### src/rtl/video_timing_pkg.sv
// rtl/video_timing_pkg.sv - raster constants and fetch FSM state type
package video_timing_pkg;

  localparam int H_ACTIVE = 640;
  localparam int V_ACTIVE = 480;
  localparam int LINE     = 799;
  localparam int SCREEN   = 524;

  typedef enum logic [1:0] {
    ST_IDLE  = 2'd0,
    ST_ISSUE = 2'd1,
    ST_DRAIN = 2'd2
  } fetch_state_e;

endpackage

### src/rtl/burst_addr_gen.sv
// rtl/burst_addr_gen.sv - line base address, issue counter and registered burst address
module burst_addr_gen #(
  parameter int LINE_BYTES  = 1280,
  parameter int BURST_BYTES = 128,
  parameter int BURSTS      = 10
) (
  input  logic        clk_pix,
  input  logic        rst_pix,
  input  logic        load,
  input  logic        load_base,
  input  logic [31:0] fb_base,
  input  logic        advance,
  output logic [31:0] req_addr,
  output logic [3:0]  req_idx,
  output logic        last_burst
);

  logic [31:0] line_addr;
  logic [31:0] next_line;
  logic [3:0]  issue_cnt;

  assign next_line  = load_base ? fb_base : line_addr + 32'(LINE_BYTES);
  assign req_idx    = issue_cnt;
  assign last_burst = (issue_cnt == 4'(BURSTS - 1));

  // req_addr advances by one burst per handshake so it is always line_addr + idx*BURST_BYTES
  always_ff @(posedge clk_pix) begin
    if (rst_pix) begin
      line_addr <= '0;
      issue_cnt <= '0;
      req_addr  <= '0;
    end else if (load) begin
      line_addr <= next_line;
      issue_cnt <= '0;
      req_addr  <= next_line;
    end else if (advance && !last_burst) begin
      issue_cnt <= issue_cnt + 4'd1;
      req_addr  <= req_addr + 32'(BURST_BYTES);
    end
  end

endmodule

### src/rtl/line_fetch_ctrl.sv
// rtl/line_fetch_ctrl.sv - schedules framebuffer burst reads ahead of the beam into a
// two-line ping-pong buffer and flags lines that start before their data arrived
module line_fetch_ctrl #(
  parameter int H_ACTIVE    = video_timing_pkg::H_ACTIVE,
  parameter int V_ACTIVE    = video_timing_pkg::V_ACTIVE,
  parameter int SCREEN      = video_timing_pkg::SCREEN,
  parameter int LINE_BYTES  = 1280,
  parameter int BURST_BYTES = 128,
  parameter int BURSTS      = LINE_BYTES / BURST_BYTES
) (
  input  logic        clk_pix,
  input  logic        rst_pix,
  input  logic [9:0]  screen_x,
  input  logic [9:0]  screen_y,
  input  logic        enable,
  input  logic [31:0] fb_base,
  output logic        req_valid,
  input  logic        req_ready,
  output logic [31:0] req_addr,
  output logic        req_buf,
  output logic [3:0]  req_idx,
  input  logic        rd_done,
  output logic [1:0]  line_ready,
  output logic        underrun,
  input  logic        underrun_clr
);

  import video_timing_pkg::fetch_state_e;
  import video_timing_pkg::ST_IDLE;
  import video_timing_pkg::ST_ISSUE;
  import video_timing_pkg::ST_DRAIN;
  import video_timing_pkg::LINE;

  if (BURSTS > 16 || BURSTS * BURST_BYTES != LINE_BYTES || LINE_BYTES < H_ACTIVE) begin : g_bad_cfg
    $error("line_fetch_ctrl: unsupported burst geometry");
  end

  fetch_state_e state;
  logic [4:0]   done_cnt;
  logic         first_line;
  logic         trigger;
  logic         start;
  logic         tgt_buf;
  logic         handshake;
  logic         last_burst;
  logic         fetch_done;
  logic         line_end;
  logic         line_check;
  logic [1:0]   ready_set;
  logic [1:0]   ready_clr;

  assign first_line = (screen_y == 10'(SCREEN));
  assign trigger    = enable && (screen_x == 10'd0) &&
                      (first_line || screen_y < 10'(V_ACTIVE - 1));
  assign start      = (state == ST_IDLE) && trigger;
  // target line is y+1, or 0 from the last blanking line, so its buffer is the opposite parity
  assign tgt_buf    = first_line ? 1'b0 : ~screen_y[0];
  assign handshake  = req_valid && req_ready;
  assign fetch_done = (state == ST_DRAIN) && rd_done && (done_cnt == 5'(BURSTS - 1));
  assign line_end   = (screen_x == 10'(LINE)) && (screen_y < 10'(V_ACTIVE));
  assign line_check = enable && (screen_x == 10'd0) && (screen_y < 10'(V_ACTIVE));

  burst_addr_gen #(
    .LINE_BYTES (LINE_BYTES),
    .BURST_BYTES(BURST_BYTES),
    .BURSTS     (BURSTS)
  ) u_addr (
    .clk_pix   (clk_pix),
    .rst_pix   (rst_pix),
    .load      (start),
    .load_base (first_line),
    .fb_base   (fb_base),
    .advance   (handshake),
    .req_addr  (req_addr),
    .req_idx   (req_idx),
    .last_burst(last_burst)
  );

  always_ff @(posedge clk_pix) begin
    if (rst_pix) begin
      state     <= ST_IDLE;
      req_valid <= 1'b0;
      req_buf   <= 1'b0;
      done_cnt  <= '0;
    end else begin
      if (state != ST_IDLE && rd_done) done_cnt <= done_cnt + 5'd1;
      case (state)
        ST_IDLE: begin
          if (trigger) begin
            state     <= ST_ISSUE;
            req_valid <= 1'b1;
            req_buf   <= tgt_buf;
            done_cnt  <= '0;
          end
        end
        ST_ISSUE: begin
          if (handshake && last_burst) begin
            state     <= ST_DRAIN;
            req_valid <= 1'b0;
          end
        end
        ST_DRAIN: begin
          if (fetch_done) state <= ST_IDLE;
        end
        default: begin
          state     <= ST_IDLE;
          req_valid <= 1'b0;
        end
      endcase
    end
  end

  always_comb begin
    ready_clr = 2'b00;
    ready_set = 2'b00;
    if (line_end) ready_clr[screen_y[0]] = 1'b1;
    if (start) ready_clr[tgt_buf] = 1'b1;
    if (fetch_done) ready_set[req_buf] = 1'b1;
  end

  always_ff @(posedge clk_pix) begin
    if (rst_pix) begin
      line_ready <= 2'b00;
      underrun   <= 1'b0;
    end else begin
      line_ready <= (line_ready & ~ready_clr) | ready_set;
      if (line_check && !line_ready[screen_y[0]]) underrun <= 1'b1;
      else if (underrun_clr) underrun <= 1'b0;
    end
  end

endmodule
### config.mk
export PLATFORM = sky130hd
export DESIGN_NAME = line_fetch_ctrl
export DESIGN_NICKNAME = d
export VERILOG_FILES = /design/src/rtl/video_timing_pkg.sv /design/src/rtl/burst_addr_gen.sv /design/src/rtl/line_fetch_ctrl.sv
export SDC_FILE = /design/constraint.sdc
export NUM_CORES = 1
export LEC_CHECK = 0
export ABC_CLOCK_PERIOD_IN_PS = 2700
export CORE_MARGIN = 3
export CORE_UTILIZATION = 45
export DETAILED_ROUTE_END_ITERATION = 8
export GPL_ROUTABILITY_DRIVEN = 0
export PLACE_DENSITY = 0.78
export SETUP_SLACK_MARGIN = 0.4
export SLEW_MARGIN = 0
export SYNTH_ARGS = -nofsm -noshare
export SYNTH_HDL_FRONTEND = slang
export SYNTH_SLANG_ARGS = --single-unit
### constraint.sdc
create_clock -name clk_pix -period 2.7 [get_ports clk_pix]
set_input_delay 0.54 -clock clk_pix [delete_from_list [all_inputs] [get_ports clk_pix]]
set_output_delay 0.54 -clock clk_pix [all_outputs]
set_load 0.05 [all_outputs]
==> impl_metrics.ini <==
[sta]
fmaxAchievable_ghz = 0.448
timing.final.max_slew_violations = 0
period_share_pct = 82.7
setup_ws_ps = 466
worst_slew_pin_slew_ps = 619
relSlewSlack_pct = 58.7
finalHoldViolCount = 0
rsz0062_at_grt = true
skew_ps = 12.6
finalSetupViolations = 0
fin_crit_ps = 2230

[yosys]
syn_inst = 535
synth-edff-count = 0
yosys_warnings = 0
avgSynthCellArea_um2 = 7.98
seq_area_frac_synth_pct = 37.5
synth_flop_cell = dfxtp_1
syn_area_um2 = 4270
ys_ff_latch = 80
synthArstFlopShare_pct = 0
synth_nets = 599
synth.distinct_cells = 56

[power]
power.density_nw_per_um2 = 399
irDropWorstVdd_mv = 0.369
power_leakage_nw = 1.99

[floorplan]
dieArea_um2 = 10700
num_rows = 34
coreArea_um2 = 8980
start_util_pct = 47.5
ioPinCount = 99
die_x_um = 103
die_height_um = 103

[final_layout]
fill_cells = 751
final_cells = 777
layout.nets = 710
drive_gt1_share_pct = 10.6
syn_to_final_growth_pct = 38.0
n_antenna_cell = 0

[setup_path]
crit_type = in2reg
reg2reg_depth = 7
reg2reg_to = u_addr.req_addr[30]$_SDFFE_PP0P_
path_max_fanout = 12
r2r_slack_ps = 480
critPathRequiredTime_ps = 2970
critPathArrivalTime_ps = 2510
end_kind = flip-flop
r2r_start = u_addr.line_addr[8]$_SDFFE_PP0P_
cp-start-kind = input pin

[placement]
portBuffers = 98
hpwl_mm = 9.07
dp_slack_ps = -212
dp_cells = 753

[grt]
grt.total_usage_pct = 24.2
grt_max_degree = 57
grt_pass1_wl_mm = 20.4
grt_overflow_total = 0
antenna_found_initial = 0
grt_pass1_vias = 4238

[clock_tree]
cts.sinks = 80
clock_latency_ps = 370
cts_hold_buf = 0
clk_pin_slew_worst_paths_ps = 80
clk_path_buf_depth = 2
cts_max_level = 3
root_buffer = clkbuf_8
cts_tree = done
cts_buffers = 9

[min_path]
hold_path_startpoint = u_addr.line_addr[6]$_SDFFE_PP0P_
whs_path_depth = 2
holdPathEnd = u_addr.req_addr[6]$_SDFFE_PP0P_
hold_path_class = reg2reg

[routing]
ant_nets = 0
wirelength_mm = 12.9
num_vias = 4500
wl_per_cell_um = 16.6
viasPerCell = 5.79
drc = 0
initialDrtViolationCount = 317
dr.pass1.iters = 5

[run_status]
status = finished, final reports clean

[job]
max-cap-violations = 0
==> cell families (layout without fill, tap and decap cells) <==
| family | count (synthesis) | count (layout) | share of synthesized area, % |
|---|---|---|---|
| simple gates | 239 | 239 | 27.2 |
| xor+xnor | 45 | 45 | 9.23 |
| fa+ha+maj | 6 | 6 | 1.76 |
| buf+inv | 37 | 152 | 3.49 |
| flops | 80 | 80 | 37.5 |
| compound gates | 116 | 117 | 17.9 |
| mux | 12 | 12 | 2.81 |
==> layout by cell type, fill, tap and decap left out, drive strengths merged, types with 6 or more instances in the layout <==
master,count
nor2,56
dfxtp,80
o211ai,9
a21oi,42
a211oi,6
buf,29
nand2,85
clkbuf,11
and3,6
and4,8
xor2,18
inv,11
a311oi,9
ha,6
o31ai,6
mux2i,12
nor3,12
o21ai,16
o22ai,7
xnor2,27
clkdlybuf4s50,96
nor4,7
nand3,24
nand4,18
==> critical path: stages <==
cell and delay (ps):
clkdlybuf4s50_1 430, nor4_2 410, nand4_1 250, a21oi_4 270, buf_4 170, clkbuf_16 150, nor2_1 40, a311oi_1 230
==> metal layers <==
metal	global-route usage (%)	up-vias	wire [um]
li1	-	2152	-
met1	31.8	2137	5660
met2	39.4	196	6180
met3	5.37	15	925
met4	7.77	0	170
met5	0	-	0
==> final cells by class <==
| cell class | instances | area, um2 | area share [%] |
|---|---|---|---|
| Timing Repair Buffer | 127 | 1250 | 21.2 |
| Sequential cell | 80 | 1610 | 27.3 |
| Inverter | 9 | 33.8 | 0.573 |
| Tap cell | 126 | 158 | 2.68 |
| Multi-Input combinational cell | 419 | 2620 | 44.4 |
| Clock inverter | 6 | 90.1 | 1.53 |
| Clock buffer | 10 | 138 | 2.34 |
==> metrics by stage <==
step	TNS [ps]	total power, mW	hold slack, ps	area (um2)	utilization [%]
after global routing	0	2.42	506	5890	65.6
final	0	2.35	488	5890	65.6
after floorplan	0	1.24	458	4270	-
after detailed placement	-2320	1.35	478	5510	61.4
after CTS	0	2.36	488	5760	64.2
after global placement	-505	1.35	462	5510	61.4
==> synth_stat cells (2+ instances only) <==
cell / number / area share (%)
a2bb2oi_1: 2 / 0.41
o22a_1: 2 / 0.41
o21ai_0: 14 / 1.6
a211o_1: 2 / 0.41
nor2_1: 55 / 4.8
nor3b_1: 3 / 0.53
a211oi_1: 5 / 0.88
mux2i_1: 12 / 2.8
buf_2: 7 / 0.82
o211ai_1: 9 / 1.6
o31ai_1: 6 / 1.1
ha_1: 6 / 1.8
nand4_1: 17 / 2.5
and3_1: 6 / 0.88
a21oi_1: 42 / 4.9
nor4b_1: 3 / 0.62
xnor2_1: 27 / 5.5
nand2_1: 85 / 7.5
nor3_1: 12 / 1.4
clkbuf_1: 19 / 1.7
or3_1: 2 / 0.29
nand3_1: 24 / 2.8
inv_1: 9 / 0.79
dfxtp_1: 80 / 38
nand3b_1: 2 / 0.35
a311oi_1: 9 / 1.8
or4_1: 3 / 0.53
and2_1: 5 / 0.73
o31a_1: 2 / 0.41
o21a_1: 2 / 0.35
o22ai_1: 7 / 1.0
and4_1: 8 / 1.6
nor4_1: 7 / 1.0
xor2_1: 18 / 3.7
a41oi_1: 2 / 0.41
==> report_power, final <==
| group | internal [mW] | total, mW | switching, mW | leakage (nW) |
|---|---|---|---|---|
| combinational | 0.0906 | 0.152 | 0.0617 | 1.23 |
| sequential | 1.18 | 1.18 | 0.000151 | 0.645 |
| clock | 0.551 | 1.02 | 0.471 | 0.113 |
==> worst max-delay path by stage <==
stage	startpoint	to	slack, ps	cells after the start
6_report	screen_x[1]	u_addr.req_addr[5]$_SDFFE_PP0P_	470	8
5_1_grt	screen_y[6]	u_addr.line_addr[19]$_SDFFE_PP0P_	350	8
4_1_cts	u_addr.line_addr[9]$_SDFFE_PP0P_	u_addr.req_addr[26]$_SDFFE_PP0P_	400	7
3_5_place_dp	screen_y[5]	u_addr.req_idx[2]$_SDFFE_PP0P_	-210	6
3_3_place_gp	screen_y[5]	u_addr.req_idx[1]$_SDFFE_PP0P_	-130	6
2_1_floorplan	screen_x[4]	u_addr.line_addr[19]$_SDFFE_PP0P_	550	8
==> registers in the layout (all words and copies together), names as in the netlist <==
signal and cells:
done_cnt 5, line_ready 2, req_buf 1, req_valid 1
state 2, u_addr.line_addr 32, u_addr.req_addr 32, u_addr.req_idx 4
underrun 1
==> what timing repair did <==
item / CTS / global route
setup endpoints to repair: 46 / 46
gates resized for setup: 3 / 15
setup buffers: 1 / 5
gates cloned: 0 / 2
pin swaps: 1 / 4
Power figures use the tool's default switching activity.
==> RTL change 1 (same flow settings) <==
`LINE_BYTES` is set to 1280 in 2 places; all go to 1024.
--- a/src/rtl/burst_addr_gen.sv
+++ b/src/rtl/burst_addr_gen.sv
@@ -2,3 +2,3 @@
 module burst_addr_gen #(
-  parameter int LINE_BYTES  = 1280,
+  parameter int LINE_BYTES  = 1024,
   parameter int BURST_BYTES = 128,
--- a/src/rtl/line_fetch_ctrl.sv
+++ b/src/rtl/line_fetch_ctrl.sv
@@ -6,3 +6,3 @@
   parameter int SCREEN      = video_timing_pkg::SCREEN,
-  parameter int LINE_BYTES  = 1280,
+  parameter int LINE_BYTES  = 1024,
   parameter int BURST_BYTES = 128,
Behaviour: not the same (a bounded check fails within 4 cycles, from zero or initial values and one cycle with rst_pix high).
==> RTL change 1 against the original RTL <==
  * Power is 4.6% lower
  * Sequential cell count did not move
  * Routed wire length up 2.2%
  * Via count is 0.98% higher
  * Synthesized cell count grew 2.8%
  * Area after synthesis increased by 2.2%
  * Utilization shrank 1.7 points
  * Non-clock buffer count decreased by 6
  * Sequential power about the same
  * Worst setup slack worse by 18 ps
  * Count of clock-buffer cells in the layout down 1
  * Design area is 1.2% higher
  * Clock skew is 5.0 ps lower
  * Global-route usage is 1.0 points lower
==> RTL change 1: results (changes against the original RTL) <==
outcome = complete, no violations
Worst R2R Setup Slack = 530 ps (+50 ps)
core area = 9330 sq um (+3.9%)
CP peak stage delay = 480 ps (+50 ps)
largest cells by area after synthesis = dfxtp_1 37%, nand2_1 6.9%, xnor2_1 6.4%, nor2_1 4.6%, a21oi_1 4.5%
1st-iter DRT viols = 213 (-33%)
Final Instance Count excl. Fillers = 789 (+1.5%)
cells after synthesis = 550 (+2.8%)
area taken by multi-input logic gates = 2740 sq um (+4.8%)
Worst VDD drop = 285 uV (-23%)
clk cell area share = 0.0342 (-0.00444)
slew at the pin with the worst max-slew slack = 636 ps (+17.0 ps)
# fillers = 788 (+4.9%)
Setup Fix Bufs, Post-CTS = 0 (-1)
DP Wirelength = 9600 um (+5.8%)
top cells by count, synth = 80 x dfxtp_1, 80 x nand2_1, 54 x nor2_1
reg2reg start = u_addr.line_addr[10]
dpl cells = 772 (+2.5%)
DR WL/cell = 16.7 um (+0.63%)
invs w/o clock = 13 (+4)
Static Leak = 0.00191 uW (-4.0%)
fraction of layout cells with a size suffix above 1 = 0.106 (about the same)
mux contribution to synthesized area = 0.0298 (+0.00170)
arrival time worst endpoint = 2490 ps (-20 ps)
nets = 717 (+0.99%)
Vias = 4544 (+0.98%)
GRT Total Usage = 0.232 (-0.0100)
Seq. cell area = 1610 sq um (about the same)
signal buffers share of area = 0.201 (-0.0113)
WHS Endpoint = u_addr.line_addr[9]
largest net degree at the start of global routing = 26 (-54%)
==> RTL change 1: cell types whose count changed after synthesis, sizes merged, moves of 7 or more <==
cell	change
o21ai	+12
nand4	+7
o211ai	-8
a211oi	+21
a311oi	-9
nand3	-8
==> RTL change 1: worst max path at each step <==
stage,startpoint,to,slack [ps],cells after the start
6_report,screen_y[8],u_addr.req_addr[16],450,9
3_3_place_gp,screen_y[5],u_addr.line_addr[12],70,7
2_1_floorplan,u_addr.req_addr[9],u_addr.req_addr[27],580,6
4_1_cts,u_addr.line_addr[11],u_addr.req_addr[28],390,7
3_5_place_dp,screen_y[0],u_addr.req_idx[2],-80,7
5_1_grt,screen_y[0],u_addr.req_addr[3],360,7
==> RTL change 1: layer usage <==
metal,part of all wire,routed length [um],GRT usage,vias to the layer above
met5,0,0,0,-
met4,0.030,398,0.0883,0
met3,0.068,904,0.0453,35
met2,0.49,6440,0.399,177
met1,0.41,5470,0.284,2139
li1,-,-,-,2193
==> RTL change 1: power by group <==
part | switching, uW | total [uW] | internal, uW | leakage (uW)
Clock | 473 | 912 | 438 | 0.000102
Sequential | 0.225 | 1180 | 1180 | 0.000645
Combinational | 67.5 | 156 | 88.0 | 0.00116
Total | 541 | 2250 | 1700 | 0.00191
==> RTL change 1: worst max-delay path: cells and delay by family <==
family,cells,cell delay [ps]
simple gates,4,760
compound gates,2,290
buf+inv,3,890
==> RTL change 1: metrics by stage <==
step / hold slack, ps / power [uW] / TNS [ps] / util / cell area [sq um]
finish: 455 / 2250 / 0 / 0.639 / 5960
global route: 480 / 2310 / 0 / 0.639 / 5960
CTS: 459 / 2250 / 0 / 0.623 / 5810
detailed placement: 446 / 1350 / -131 / 0.599 / 5590
global placement: 437 / 1350 / 0 / 0.599 / 5590
floorplan: 431 / 1240 / 0 / - / 4360
==> RTL change 2 (same settings) <==
Without the edit above. Reset style: asynchronous (`rst_pix`), changed in 3 clocked blocks.
--- a/src/rtl/burst_addr_gen.sv
+++ b/src/rtl/burst_addr_gen.sv
@@ -26,3 +26,3 @@
   // req_addr advances by one burst per handshake so it is always line_addr + idx*BURST_BYTES
-  always_ff @(posedge clk_pix) begin
+  always_ff @(posedge clk_pix or posedge rst_pix) begin
     if (rst_pix) begin
--- a/src/rtl/line_fetch_ctrl.sv
+++ b/src/rtl/line_fetch_ctrl.sv
@@ -78,3 +78,3 @@
 
-  always_ff @(posedge clk_pix) begin
+  always_ff @(posedge clk_pix or posedge rst_pix) begin
     if (rst_pix) begin
@@ -120,3 +120,3 @@
 
-  always_ff @(posedge clk_pix) begin
+  always_ff @(posedge clk_pix or posedge rst_pix) begin
     if (rst_pix) begin
Check against the original RTL: differs if rst_pix is asserted again (counterexample within 4 cycles, from zero or initial values and one cycle with rst_pix high); with rst_pix held inactive, the same outputs for 10 cycles.
==> RTL change 2 against the original RTL <==
  * Sequential share of layout area increased by 5.3 points
  * Sequential cell count unchanged
  * Design area is 4.4% higher
  * Cell count shrank 6.4%
  * Routed wire length hardly changed
  * Largest power group unchanged
  * Synthesized cell count down 9.9%
  * Die area increased by 5.5%
  * Count of clock-buffer cells in the layout increased by 1
  * Worst setup slack lost 83 ps
  * First-iteration DRC count decreased by 15%
  * Utilization fell by 0.90 points
  * Area after synthesis up 5.8%
  * Power is 4.1% higher
  * Critical path depth down 2
==> RTL change 2: results (changes against the original RTL) <==
Flop+latch power = 1230 uW (+4%)
clock network power = 963 uW (-6%)
WHS Endpoint = u_addr.line_addr[31]
fraction of layout cells with a size suffix above 1 = 0.112 (+0.00605)
Critical Path Start = screen_y[9]
critical path endpoint = u_addr.req_addr[25]
arrival time worst endpoint = 2590 ps (+80 ps)
Static Leak = 0.00262 uW (+31%)
worst rel slew slack = 0.634 (+0.0469)
met2 Usage GRT = 0.384 (-0.00946)
met1 GRT Util = 0.275 (-0.0434)
global-route wire length before repair = 20300 um (-0.34%)
Slowest-stage cell, CP = or4_4
clock tree buffer depth = 2 (unchanged)
Skew-Pair Late Insertion Delay = 350 ps (-20 ps)
CTS clk-pin slew, worst paths = 80 ps (about the same)
DP Wirelength = 8920 um (-1.7%)
Post-synth EDFFs = 0 (unchanged)
nets = 659 (-7.2%)
Hold WS = 506 ps (+18.2 ps)
Buffers on Ports = 98 (unchanged)
DR WL/cell = 17.8 um (+6.8%)
n_diodes = 0 (unchanged)
total CTS buffers = 9 (unchanged)
FFs w/ async S/R, synth = 1.00 (+1.00)
largest cells by area after synthesis = dfrtp_1 44%, xnor2_1 6.0%, nand2_1 5.7%, mux2i_1 4.7%, nor2_1 3.2%
reg2reg start = u_addr.line_addr[8]
Worst R2R Setup Slack = 490 ps
synth warn = 0 (unchanged)
met3 Usage GRT = 0.0425 (-0.0112)
Worst Path Max Fanout = 3 (-9)
syn_nets = 546 (-8.8%)
R2R cell count = 6 (-1)
outcome = complete, no violations
Netlist cell types = 58 (+3.6%)
worst r2r dst = u_addr.req_addr[26]
hold_sp = u_addr.line_addr[31]
vias per std cell = 5.75 (-0.65%)
largest net degree at the start of global routing = 50 (-12%)
1st-iter DRT viols = 270 (-15%)
post-synthesis sequential area ratio = 0.443 (+0.0680)
CTS Sinks = 80 (unchanged)
DR pass1 iterations = 5 (unchanged)
Hold Path Class = flip-flop to flip-flop
CP peak stage delay = 560 ps (+130 ps)
vias in the first global route = 4134 (-2.5%)
Cell Int Power = 1880 uW (+3.2%)
Hold Crit Depth = 2 (unchanged)
top cells by count, synth = 80 x dfrtp_1, 69 x nand2_1, 38 x nor2_1
clock skew = 9.41 ps (-3.22 ps)
GRT Total Usage = 0.221 (-0.0205)
Worst VDD drop = 390 uV (+5.7%)
# fillers = 790 (+5.2%)
-- RTL change 2: what timing repair did --
item,CTS,global route
hold buffers,0,0
pin swaps,3,7
setup buffers,2,3
endpoints found under the setup margin,21,49
gates cloned,0,2
hold endpoints to repair,0,0
gates resized for setup,2,9
-- RTL change 2: worst max-delay path, delay by kind of cell --
kind | cells | cell delay [ps]
buf+inv | 1 | 520
compound gates | 2 | 520
simple gates | 3 | 1010
-- RTL change 2: per-layer routing --
metal  vias up  share of wire
met3        21          0.064
met2       157           0.51
met1      2042           0.40
met5         -              0
li1       1963              -
met4         0          0.019
-- RTL change 2: cell families after synthesis --
group | after synthesis | synth area share
AND/OR/NAND/NOR | 198 | 0.224
XOR/XNOR | 44 | 0.0853
flip-flops | 80 | 0.443
adder cells (fa/ha/maj) | 6 | 0.0166
multiplexers | 29 | 0.0665
AO/OA/AOI/OAI | 85 | 0.128
buffers and inverters | 40 | 0.0366
-- RTL change 2: through the flow --
stage / instances / total power [uW] / instance area [sq um] / setup WS [ps]
after floorplan: 482 / 1350 / 4520 / 526
after global placement: 706 / 1500 / 5810 / 45.7
after detailed placement: 706 / 1510 / 5810 / -2.01
after CTS: 722 / 2470 / 6040 / 427
after global routing: 727 / 2540 / 6150 / 304
final: 727 / 2450 / 6150 / 383
-- RTL change 2: final cells by class --
| type | count | area, sq um | area share |
|---|---|---|---|
| Clock buffer | 11 | 141 | 0.0230 |
| Clock inverter | 3 | 67.6 | 0.0110 |
| Inverter | 15 | 60.1 | 0.00976 |
| Multi-Input combinational cell | 362 | 2400 | 0.390 |
| Sequential cell | 80 | 2000 | 0.325 |
| Tap cell | 129 | 161 | 0.0262 |
| Timing Repair Buffer | 127 | 1320 | 0.215 |
